**src/rtl/flash_pin_arbiter.sv**
```systemverilog
// Two-master arbiter for a shared quad-SPI flash pad set; A has fixed priority, pads park during an inter-owner gap.
// Optional build macro FLASH_ARB_TIMEOUT_EN adds preemption of A after TMO_CYC cycles of B waiting.
module flash_pin_arbiter #(
    parameter int unsigned GAP_CYC = 4,
    parameter int unsigned TMO_CYC = 1024
) (
    input  logic       wb_clk_i,
    input  logic       wb_rst_i,
    input  logic       req_a,
    input  logic       csn_a,
    input  logic       sclk_a,
    input  logic       doe_a,
    input  logic [3:0] do_a,
    input  logic       req_b,
    input  logic       csn_b,
    input  logic       sclk_b,
    input  logic       doe_b,
    input  logic [3:0] do_b,
    output logic       gnt_a,
    output logic       gnt_b,
    output logic [3:0] di_a,
    output logic [3:0] di_b,
    output logic       fcen,
    output logic       fsclk,
    output logic       fdoe,
    output logic [3:0] fdo,
    input  logic [3:0] fdi,
    output logic       preempt_o
);

    typedef enum logic [1:0] {IDLE, OWN_A, OWN_B, GAP} state_t;

    localparam logic [7:0] GAP_LOAD = 8'(GAP_CYC - 1);

    state_t     state_q, state_d;
    logic [7:0] gap_cnt_q, gap_cnt_d;
    logic       preempt;
    logic       b_first;

`ifdef FLASH_ARB_TIMEOUT_EN
    localparam logic [15:0] TMO_LIM = 16'(TMO_CYC - 1);

    logic [15:0] tmo_cnt_q, tmo_cnt_d;
    logic        bpri_q, bpri_d;

    always_comb begin
        preempt = (state_q == OWN_A) && (tmo_cnt_q >= TMO_LIM) && csn_a;
        b_first = bpri_q && req_b;
        tmo_cnt_d = 16'd0;
        if (state_q == OWN_A && req_b)
            tmo_cnt_d = (tmo_cnt_q == 16'hFFFF) ? tmo_cnt_q : tmo_cnt_q + 16'd1;
        bpri_d = bpri_q;
        if (preempt)
            bpri_d = 1'b1;
        else if (state_q == IDLE && state_d == OWN_B)
            bpri_d = 1'b0;
    end

    always_ff @(posedge wb_clk_i) begin
        if (wb_rst_i) begin
            tmo_cnt_q <= 16'd0;
            bpri_q    <= 1'b0;
        end else begin
            tmo_cnt_q <= tmo_cnt_d;
            bpri_q    <= bpri_d;
        end
    end
`else
    assign preempt = 1'b0;
    assign b_first = 1'b0;
`endif

    always_comb begin
        state_d   = state_q;
        gap_cnt_d = gap_cnt_q;
        case (state_q)
            IDLE: begin
                if (b_first)    state_d = OWN_B;
                else if (req_a) state_d = OWN_A;
                else if (req_b) state_d = OWN_B;
            end
            OWN_A: begin
                // Release waits for chip-select high so a transaction is never cut.
                if (preempt || (!req_a && csn_a)) begin
                    state_d   = GAP;
                    gap_cnt_d = GAP_LOAD;
                end
            end
            OWN_B: begin
                if (!req_b && csn_b) begin
                    state_d   = GAP;
                    gap_cnt_d = GAP_LOAD;
                end
            end
            default: begin
                if (gap_cnt_q == 8'd0) state_d = IDLE;
                else                   gap_cnt_d = gap_cnt_q - 8'd1;
            end
        endcase
    end

    always_ff @(posedge wb_clk_i) begin
        if (wb_rst_i) begin
            state_q   <= IDLE;
            gap_cnt_q <= 8'd0;
        end else begin
            state_q   <= state_d;
            gap_cnt_q <= gap_cnt_d;
        end
    end

    always_comb begin
        gnt_a     = (state_q == OWN_A);
        gnt_b     = (state_q == OWN_B);
        preempt_o = preempt;
        fcen      = 1'b1;
        fsclk     = 1'b0;
        fdoe      = 1'b0;
        fdo       = 4'd0;
        if (gnt_a) begin
            fcen  = csn_a;
            fsclk = sclk_a;
            fdoe  = doe_a;
            fdo   = do_a;
        end else if (gnt_b) begin
            fcen  = csn_b;
            fsclk = sclk_b;
            fdoe  = doe_b;
            fdo   = do_b;
        end
        di_a = gnt_a ? fdi : 4'd0;
        di_b = gnt_b ? fdi : 4'd0;
    end

endmodule

```
**config.mk**
```make
export PLATFORM = sky130hd
export DESIGN_NAME = flash_pin_arbiter
export DESIGN_NICKNAME = d
export VERILOG_FILES = /design/src/rtl/flash_pin_arbiter.sv
export SDC_FILE = /design/constraint.sdc
export NUM_CORES = 1
export LEC_CHECK = 0
export CAP_MARGIN = 25
export CORE_MARGIN = 4
export CORE_UTILIZATION = 40
export CTS_CLUSTER_SIZE = 14
export DETAILED_ROUTE_END_ITERATION = 8
export PLACE_DENSITY = 0.79
export SYNTH_ARGS = -nofsm -noshare
export SYNTH_HDL_FRONTEND = slang
export SYNTH_SLANG_ARGS = --single-unit
```
**constraint.sdc**
```tcl
create_clock -name wb_clk_i -period 2.2 [get_ports wb_clk_i]
set_input_delay 0.22 -clock wb_clk_i [delete_from_list [all_inputs] [get_ports wb_clk_i]]
set_output_delay 0.22 -clock wb_clk_i [all_outputs]
set_load 0.05 [all_outputs]
```
==> flow_metrics.py <==
metrics = {
    "critical_path": {
        "cp-start-kind": "flop",
        "cp_cell_sequence": "inv_1 -> ha_1 -> a221o_1 -> or4_1 -> a21oi_1",
        "critPathMaxFanout": 12,
        "cp_slowest_cell": "or4_1",
        "crit_buf_inv": 1,
        "slowest_delay_ps": 540,
        "critPathTopFamily": "compound AO/OA/AOI/OAI gates",
        "worstPathArrival_ps": 2240,
        "worstSetupPathType": "flop to flop",
        "required_ps": 2400,
        "critPathCaptureType": "flop",
    },
    "synthesis": {
        "synth.cell_area_sq_um": 832.0,
        "synth_top_area_frac": 0.2406,
        "synth_nets": 131,
        "synthDistinctLibCells": 35,
        "synth_edf_count": 0,
        "yosysWarnings": 0,
        "avgSynthCellArea_sq_um": 8.078,
        "synth_area_leaders": "dfxtp_1, ha_1, or4_1",
        "yosysMostFrequentCell": "a21oi_1",
        "synth-async-reset-ratio": 0,
        "synthTopCellsByCount": "a21oi_1, dfxtp_1, and2_1, or4_1",
        "synthCells": 103,
        "synth_ff_type": "dfxtp_1",
        "ys_seq_area_frac": 0.2406,
        "yosysTopAreaCell": "dfxtp_1",
        "ys_ff_latch": 10,
    },
    "clock_tree": {
        "cts_root_buf": "clkbuf_4",
        "cts_tree": "yes",
        "hold_buffers": 0,
        "cts_made_buffers": 3,
        "clkLatencyLatePin_ps": 270,
        "path_clk_slew_ps": 60,
        "cts_setup_buffers": 0,
        "cts.sinks": 10,
        "clk_path_buf_depth": 2,
        "cts-htree-levels": 1,
        "cts_resized": 0,
    },
    "timing": {
        "worst_pin_slew_ps": 502.5,
        "relSlewSlack": 0.6645,
        "skew_ps": 1.406,
        "slew_violations": 0,
        "period_share": 0.9294,
        "tns_ps": 0,
        "rsz0062_at_grt": "no",
        "setup_viol": 0,
        "max_freq_mhz": 489.1,
        "hold_violations": 0,
        "period_minus_slack_ps": 2045,
    },
    "run": {
        "cap_viol_max_count": 0,
    },
    "layout": {
        "area_growth_pct": 54.89,
        "multi_input_area_sq_um": 584.3,
        "seq_area_sq_um": 200.2,
        "drive_above_1_share": 0.1857,
        "antennaDiodeCount": 0,
        "fin_cells": 167,
        "fill_cells": 170,
        "nets": 170,
    },
    "grt": {
        "grt_max_degree": 15,
        "antenna_found_initial": 0,
        "track_usage": 0.1701,
        "grt_pass1_vias": 858,
        "grt_pass1_wl_microns": 3677,
        "grt.overflow.total": 0,
    },
    "pwr": {
        "power_leakage_uw": 0.0005549,
        "p_int_uw": 1025,
        "peakVddDrop_mv": 1.130,
        "p_switching_uw": 1198,
        "power.share.clock": 0.056,
        "p_total_uw": 2222,
        "p_sw_frac": 0.5389,
        "power_frac_comb": 0.796,
        "power.density_nw_per_um2": 1724,
        "p_seq_frac": 0.147,
    },
    "drt": {
        "num_vias": 921,
        "wl_per_cell_microns": 14.19,
        "wl_met2_microns": 1063,
        "wl_met1_microns": 1001,
        "ant_nets": 0,
        "routed.top_layer": "met4",
        "vias_per_cell": 5.515,
        "dr.pass1.iters": 4,
        "drc": 0,
        "dr.first_iter.drc_count": 21,
        "wl_met3_microns": 289,
        "wl_microns": 2369,
    },
    "floorplan": {
        "core_region_area_sq_um": 1962,
        "die_w_microns": 53.61,
        "rows": 16,
        "floorplan.initialDensity": 0.4241,
        "dieArea_sq_um": 2874,
        "ios": 40,
        "die_h_microns": 53.61,
    },
    "placement": {
        "dp.cells": 164,
        "port_buffers": 38,
        "dp_hpwl_microns": 1965,
        "gp_congestion": 0.8928,
    },
    "run_status": {
        "status": "completed",
    },
    "worst_hold_path": {
        "min_path_type": "flop to flop",
    },
}
## registers in the layout, summed over array words and instances (netlist names)
register   cells
state_q        2
gap_cnt_q      8
## worst register-to-register path, delay by kind of cell, from the launching register on
| kind | cells | cell delay (ps) |
|---|---|---|
| buffers and inverters | 1 | 90 |
| DFF | 1 | 370 |
| and+or+nand+nor | 1 | 540 |
| AOI/OAI and AO/OA | 2 | 660 |
| adders and majority gates | 1 | 320 |
## worst paths after layout
| path | slack, ps | end | start | depth (start not counted) |
|---|---|---|---|---|
| max | 160 | gap_cnt_q[6] | state_q[0] | 5 |
| min | 500 | gap_cnt_q[7] | gap_cnt_q[7] | 2 |
| max reg2reg | 160 | gap_cnt_q[6] | state_q[0] | 5 |
| min reg2reg | 500 | gap_cnt_q[7] | gap_cnt_q[7] | 2 |
## kinds of logic (layout without fill, tap and decap cells)
group,count (synthesis),after routing,share of synthesized area
fa+ha+maj,6,6,0.09022
buf+inv,11,48,0.06466
simple gates,40,40,0.3098
compound gates,35,35,0.2902
flops,10,10,0.2406
other cells,1,1,0.004507
## layout make-up
| type | instances | share of cell area |
|---|---|---|
| Inverter | 6 | 0.01748 |
| Sequential cell | 10 | 0.1553 |
| Multi-Input combinational cell | 82 | 0.4534 |
| Timing Repair Buffer | 39 | 0.3301 |
| Tap cell | 27 | 0.02621 |
| Clock buffer | 3 | 0.01748 |
## per-layer routing
metal | vias to the layer above | GRT usage
li1 | 463 | -
met1 | 413 | 0.1953
met2 | 43 | 0.2878
met3 | 2 | 0.07202
met4 | 0 | 0.04681
met5 | - | 0
## cells in the final DEF, fill, tap and decap left out, drive strengths merged, types with 4 or more instances in the layout
master	n
dfxtp	10
a21oi	11
buf	17
o31ai	6
nor2	4
nand2	5
or4	8
inv	6
and2	8
a22o	6
o21ai	4
clkdlybuf4s50	21
ha	6
## power groups by stage
stage	clock network [uW]	registers, uW	logic (uW)
floorplan	0	308	1260
detailed placement	0	328	1770
CTS	124	325	1770
global placement	0	323	1720
finish	125	327	1770
global route	133	337	1910
## through the flow
| stage | instance area [sq um] | utilization | hold slack [ps] | setup slack, ps |
|---|---|---|---|---|
| after floorplan | 835.8 | - | 289.1 | 10.86 |
| after global placement | 1261 | 0.6429 | 478.5 | 176.5 |
| after detailed placement | 1261 | 0.6429 | 492.4 | 107.2 |
| after CTS | 1284 | 0.6543 | 503.3 | 39.44 |
| after global routing | 1289 | 0.6569 | 546.2 | 46.40 |
| final | 1289 | 0.6569 | 502.6 | 155.4 |
(Power assumes the default switching activity.)
==> variant 1: new RTL, config.mk and constraints unchanged <==
The 4 states of `state_t` get a one-hot encoding in 4 bits.
--- a/src/rtl/flash_pin_arbiter.sv
+++ b/src/rtl/flash_pin_arbiter.sv
@@ -30,3 +30,3 @@
 
-    typedef enum logic [1:0] {IDLE, OWN_A, OWN_B, GAP} state_t;
+    typedef enum logic [3:0] {IDLE = 4'b0001, OWN_A = 4'b0010, OWN_B = 4'b0100, GAP = 4'b1000} state_t;
 
Check against the original RTL: same outputs for any inputs over 10 cycles, from zero or initial values and one cycle with wb_rst_i high; not proved beyond that.
==> variant 1 against the original RTL <==
- wire length rose by 22%
- clock power is 42% higher
- sequential cell count increased by 2
- power down 3.6%
- first-iteration DRC count rose by 100%
- via count rose by 16%
- area after synthesis up 15%
- count of clock-buffer cells in the layout rose by 1
- setup slack worse by 0.0033 ns
- maximum frequency decreased by 0.16%
- global-route usage is 2.8 points higher
- critical path depth increased by 1
- critical path type unchanged
- design area increased by 21%
==> variant 1: results (changes against the original RTL) <==
Status: completed
Yosys warns: 0 (unchanged)
Avg Vias per Cell: 5.79 (+5.0%)
Final hold slack: 0.488 ns (-0.0148 ns)
Synth area leaders: dfxtp_1, a22o_1, and2_1, inv_1, nand2_1
Critical Path Slowest Stage Cell: or4b_4
Top cells by count, synth: dfxtp_1, inv_1, nand2_1
CP Max Fanout: 6 (-6)
Vias in the first global route: 1040 (+21%)
WL/cell: 15.6 µm (+9.9%)
Hold Crit Endpoint: gap_cnt_q[4]
CTS Buf Count: 3 (unchanged)
Biggest regs: gap_cnt_q: 8 flops, state_q: 4 flops
Final nets: 182 (+7.1%)
Final-layout fill cell count: 193 (+14%)
Share of cells above drive strength 1: 0.217 (+0.0308)
Syn nets: 143 (+9.2%)
Sequential share of the synthesized area: 0.250 (+0.00940)
# diodes: 0 (unchanged)
Slew HR: 0.599 (-0.0657)
CP Data Arrival Time: 2.25 ns
Worst VDD drop: 0.960 mV (-15%)
Global Route Usage Sum: 0.199 (+0.0284)
Post-DP Area: 1530 µm² (+21%)
Worst skew pair latency: 0.28 ns
Total setup buffers inserted after CTS: 0 (unchanged)
PortBufs: 38 (unchanged)
Hpwl dp: 2320 µm (+18%)
Highest cell delay on the worst timing path: 0.46 ns (-0.08 ns)
Lkg Pwr: 0.618 nW (+11%)
CTS resizes: 0 (unchanged)
Largest net degree at the start of global routing: 16 (+1)
Unique cell type count in the Yosys netlist: 45 (+29%)
Hold crit path type: reg -> reg
Routability Congestion: 0.922 (+3.3%)
Reg2reg path depth: 6 (+1)
Reg2Reg Launch Point: gap_cnt_q[0]
First-pass GRT wire length: 5060 µm (+38%)
Worst path top cell family by delay: simple AND/OR/NAND/NOR gates
Crit Reg-Reg Endpoint: state_q[3]
HP Start: gap_cnt_q[4]
Initial DRC count: 43 (+100%)
Initial antenna violation count: 0 (unchanged)
Area grow syn2layout: 62.5%
Clock skew: 0.00823 ns (+0.00683 ns)
Worst-path clk slew: 0.08 ns (+0.02 ns)
R2R setup slack: 0.15 ns
variant 1: cell types whose count changed after synthesis, moves of 3 or more:
cell	unedited run	this run
nor2_1	3	6
a21oi_1	11	1
o31ai_1	6	1
inv_1	6	11
buf_2	1	4
o32ai_1	0	4
a21boi_0	0	4
nand2_1	5	10
nor2b_1	3	0
or4_1	8	0
ha_1	6	2
variant 1: kinds of logic (layout without fill, tap and decap cells):
group                    Yosys count  count (layout)  synth area share
flip-flops                        12              12             0.250
AO/OA/AOI/OAI                     37              37             0.319
other                              1               1           0.00390
multiplexers                       2               2            0.0208
adder cells (fa/ha/maj)            2               2            0.0260
AND/OR/NAND/NOR                   44              44             0.279
buffers and inverters             19              57            0.0833
XOR/XNOR                           2               2            0.0182
variant 1: worst reg2reg max path, cell delays in order (launching register included):
cell and delay, ns:
dfxtp_1 0.33, inv_1 0.12, ha_1 0.17, or4b_4 0.46
or2_0 0.32, a211oi_2 0.34, mux2i_1 0.23
variant 1: how the worst max path moves through the flow:
stage | endpoint | slack (ns) | cells after the start | startpoint
detailed placement | state_q[3] | 0.16 | 6 | gap_cnt_q[0]
global route | state_q[3] | 0.007 | 6 | gap_cnt_q[0]
CTS | state_q[3] | 0.15 | 6 | gap_cnt_q[0]
global placement | state_q[2] | 0.26 | 6 | gap_cnt_q[0]
floorplan | fdo[0] | 0.14 | 4 | state_q[2]
finish | state_q[3] | 0.15 | 6 | gap_cnt_q[0]
variant 1: metrics by stage:
step | util | cells | total power [mW] | worst slack [ns]
after floorplan | - | 119 | 1.54 | 0.139
after global placement | 0.676 | 181 | 1.90 | 0.260
after detailed placement | 0.676 | 181 | 1.96 | 0.156
after CTS | 0.693 | 185 | 2.14 | 0.152
after global routing | 0.693 | 185 | 2.33 | 0.00666
final | 0.693 | 185 | 2.14 | 0.152
variant 1: area by class of cell:
type	instances	area, µm²	share of cell area
clock buffers	4	36.3	0.0232
inverters	11	41.3	0.0264
multi-input cells	88	641	0.410
flip-flops and latches	12	240	0.154
well taps	28	35.0	0.0224
repair buffers	42	568	0.364
variant 1: power breakdown:
group / switching, mW / internal [mW]
registers: 0.136 / 0.318
logic: 0.808 / 0.702
clock network: 0.0759 / 0.101
variant 1: routing by layer:
layer | wire length [µm] | vias up | global-route usage
li1 | - | 518 | -
met1 | 1260 | 498 | 0.252
met2 | 1290 | 48 | 0.310
met3 | 250 | 7 | 0.0430
met4 | 88 | 0 | 0.113
met5 | 0 | - | 0
==> variant 2: new RTL, config.mk and constraints unchanged <==
Without the edit above. The option `FLASH_ARB_TIMEOUT_EN` is turned on by a define.
--- a/src/rtl/flash_pin_arbiter.sv
+++ b/src/rtl/flash_pin_arbiter.sv
@@ -2,2 +2,4 @@
 // Optional build macro FLASH_ARB_TIMEOUT_EN adds preemption of A after TMO_CYC cycles of B waiting.
+`define FLASH_ARB_TIMEOUT_EN
+
 module flash_pin_arbiter #(
Check against the original RTL: no difference found for any inputs over 10 cycles, from zero or initial values and one cycle with wb_rst_i high; that may be too few to reach the edited logic, so the function may still have changed.
==> variant 2 against the original RTL <==
- register-to-register slack better by 0.02 ns
- sequential power is 110% higher
- combinational power is 17% higher
- area after synthesis grew 110%
- power grew 36%
- via count up 82%
- design area up 78%
- count of clock-buffer cells in the layout stayed put
- setup slack lost 0.025 ns
- final cell count rose by 81%
- largest cell class unchanged
- wire length up 76%
- sequential cell count grew 17
==> variant 2: results (changes against the original RTL) <==
Biggest regs: tmo_cnt_q: 16 flops, gap_cnt_q: 8 flops, state_q: 2 flops
CP Max Fanout: 8 (-4)
Sequential share of the synthesized area: 0.316 (+0.0750)
PortBufs: 39 (+2.6%)
Share of cells above drive strength 1: 0.158 (-0.0276)
Synth area leaders: dfxtp_1, ha_1, nor2_1, a21oi_1, and2_1
Top cells by count, synth: dfxtp_1, nor2_1, a21oi_1
Clk Tree Root Cell: clkbuf_8
Post-synthesis average cell area: 8.16 µm² (+0.97%)
Worst VDD drop: 0.584 mV (-48%)
Avg Vias per Cell: 5.53 (+0.24%)
Final-layout fill cell count: 346 (+100%)
Placement Setup Slack: 0.0907 ns (-0.0165 ns)
Initial DRC count: 85 (+300%)
Worst-path clk slew: 0.09 ns (+0.03 ns)
Clock skew: 0.00831 ns (+0.00690 ns)
Vias in the first global route: 1525 (+78%)
Final nets: 284 (+67%)
Overall routed net length: 4170 µm (+76%)
Design Area, Final: 2300 µm² (+78%)
CTS Buf Count: 3 (unchanged)
Status: completed
Lkg Pwr: 0.862 nW (+55%)
Unique cell type count in the Yosys netlist: 47 (+34%)
First-pass GRT wire length: 6910 µm (+88%)
Global Route Usage Sum: 0.156 (-0.0137)
Placed Cells: 299 (+82%)
Slew HR: 0.664 (-0.000915)
Routability Congestion: 0.819 (-8.2%)
CP Data Arrival Time: 1.85 ns (-0.39 ns)
Synth top area share: 0.316 (+0.0750)
-- variant 2: cell types whose count changed in the layout (fill, tap and decap cells not counted), moves of 5 or more --
cell     before  now
and3_1        0    5
nand3_1       1    8
nor2_1        3   23
or4_1         8    2
nand4_1       0    8
dfxtp_1      10   27
nor3_1        1    9
buf_4        11   20
xor2_1        0    5
-- variant 2: final timing paths --
path | to | depth (start not counted) | start | slack (ns)
min reg2reg | bpri_q | 2 | bpri_q | 0.45
max | fdo[0] | 6 | state_q[0] | 0.13
min | bpri_q | 2 | bpri_q | 0.45
max reg2reg | gap_cnt_q[7] | 6 | tmo_cnt_q[0] | 0.18
-- variant 2: worst max-delay path: stages (launching register included) --
cell and delay (ns):
dfxtp_1 0.47, inv_1 0.13, ha_1 0.24, buf_4 0.17
nor2b_2 0.19, a22o_1 0.22, buf_12 0.16
-- variant 2: cell families (layout without fill, tap and decap cells) --
group / count (synthesis) / in the layout / synth area share
simple gates: 94 / 94 / 0.316
compound gates: 54 / 54 / 0.220
buf+inv: 19 / 62 / 0.0489
xor+xnor: 8 / 8 / 0.0409
flops: 27 / 27 / 0.316
fa+ha+maj: 8 / 8 / 0.0584
-- variant 2: where the power goes --
group / switching, mW / total (mW) / internal (mW) / leakage (nW)
registers: 0.103 / 0.682 / 0.579 / 0.219
logic: 1.22 / 2.07 / 0.850 / 0.618
clock network: 0.149 / 0.276 / 0.127 / 0.0255
-- variant 2: per-layer routing --
layer	vias up	GRT usage	wire length [µm]
met4	0	0.0463	24
met5	-	0	0
li1	875	-	-
met1	748	0.206	1860
met3	2	0.0328	382
met2	50	0.256	1900
-- variant 2: final cells by class --
cell class,instances,share of cell area
multi-input combinational,164,0.484
sequential,27,0.235
timing repair buffer,48,0.218
tap,50,0.0272
clock buffer,3,0.0180
inverter,10,0.0163
clock inverter,1,0.00218
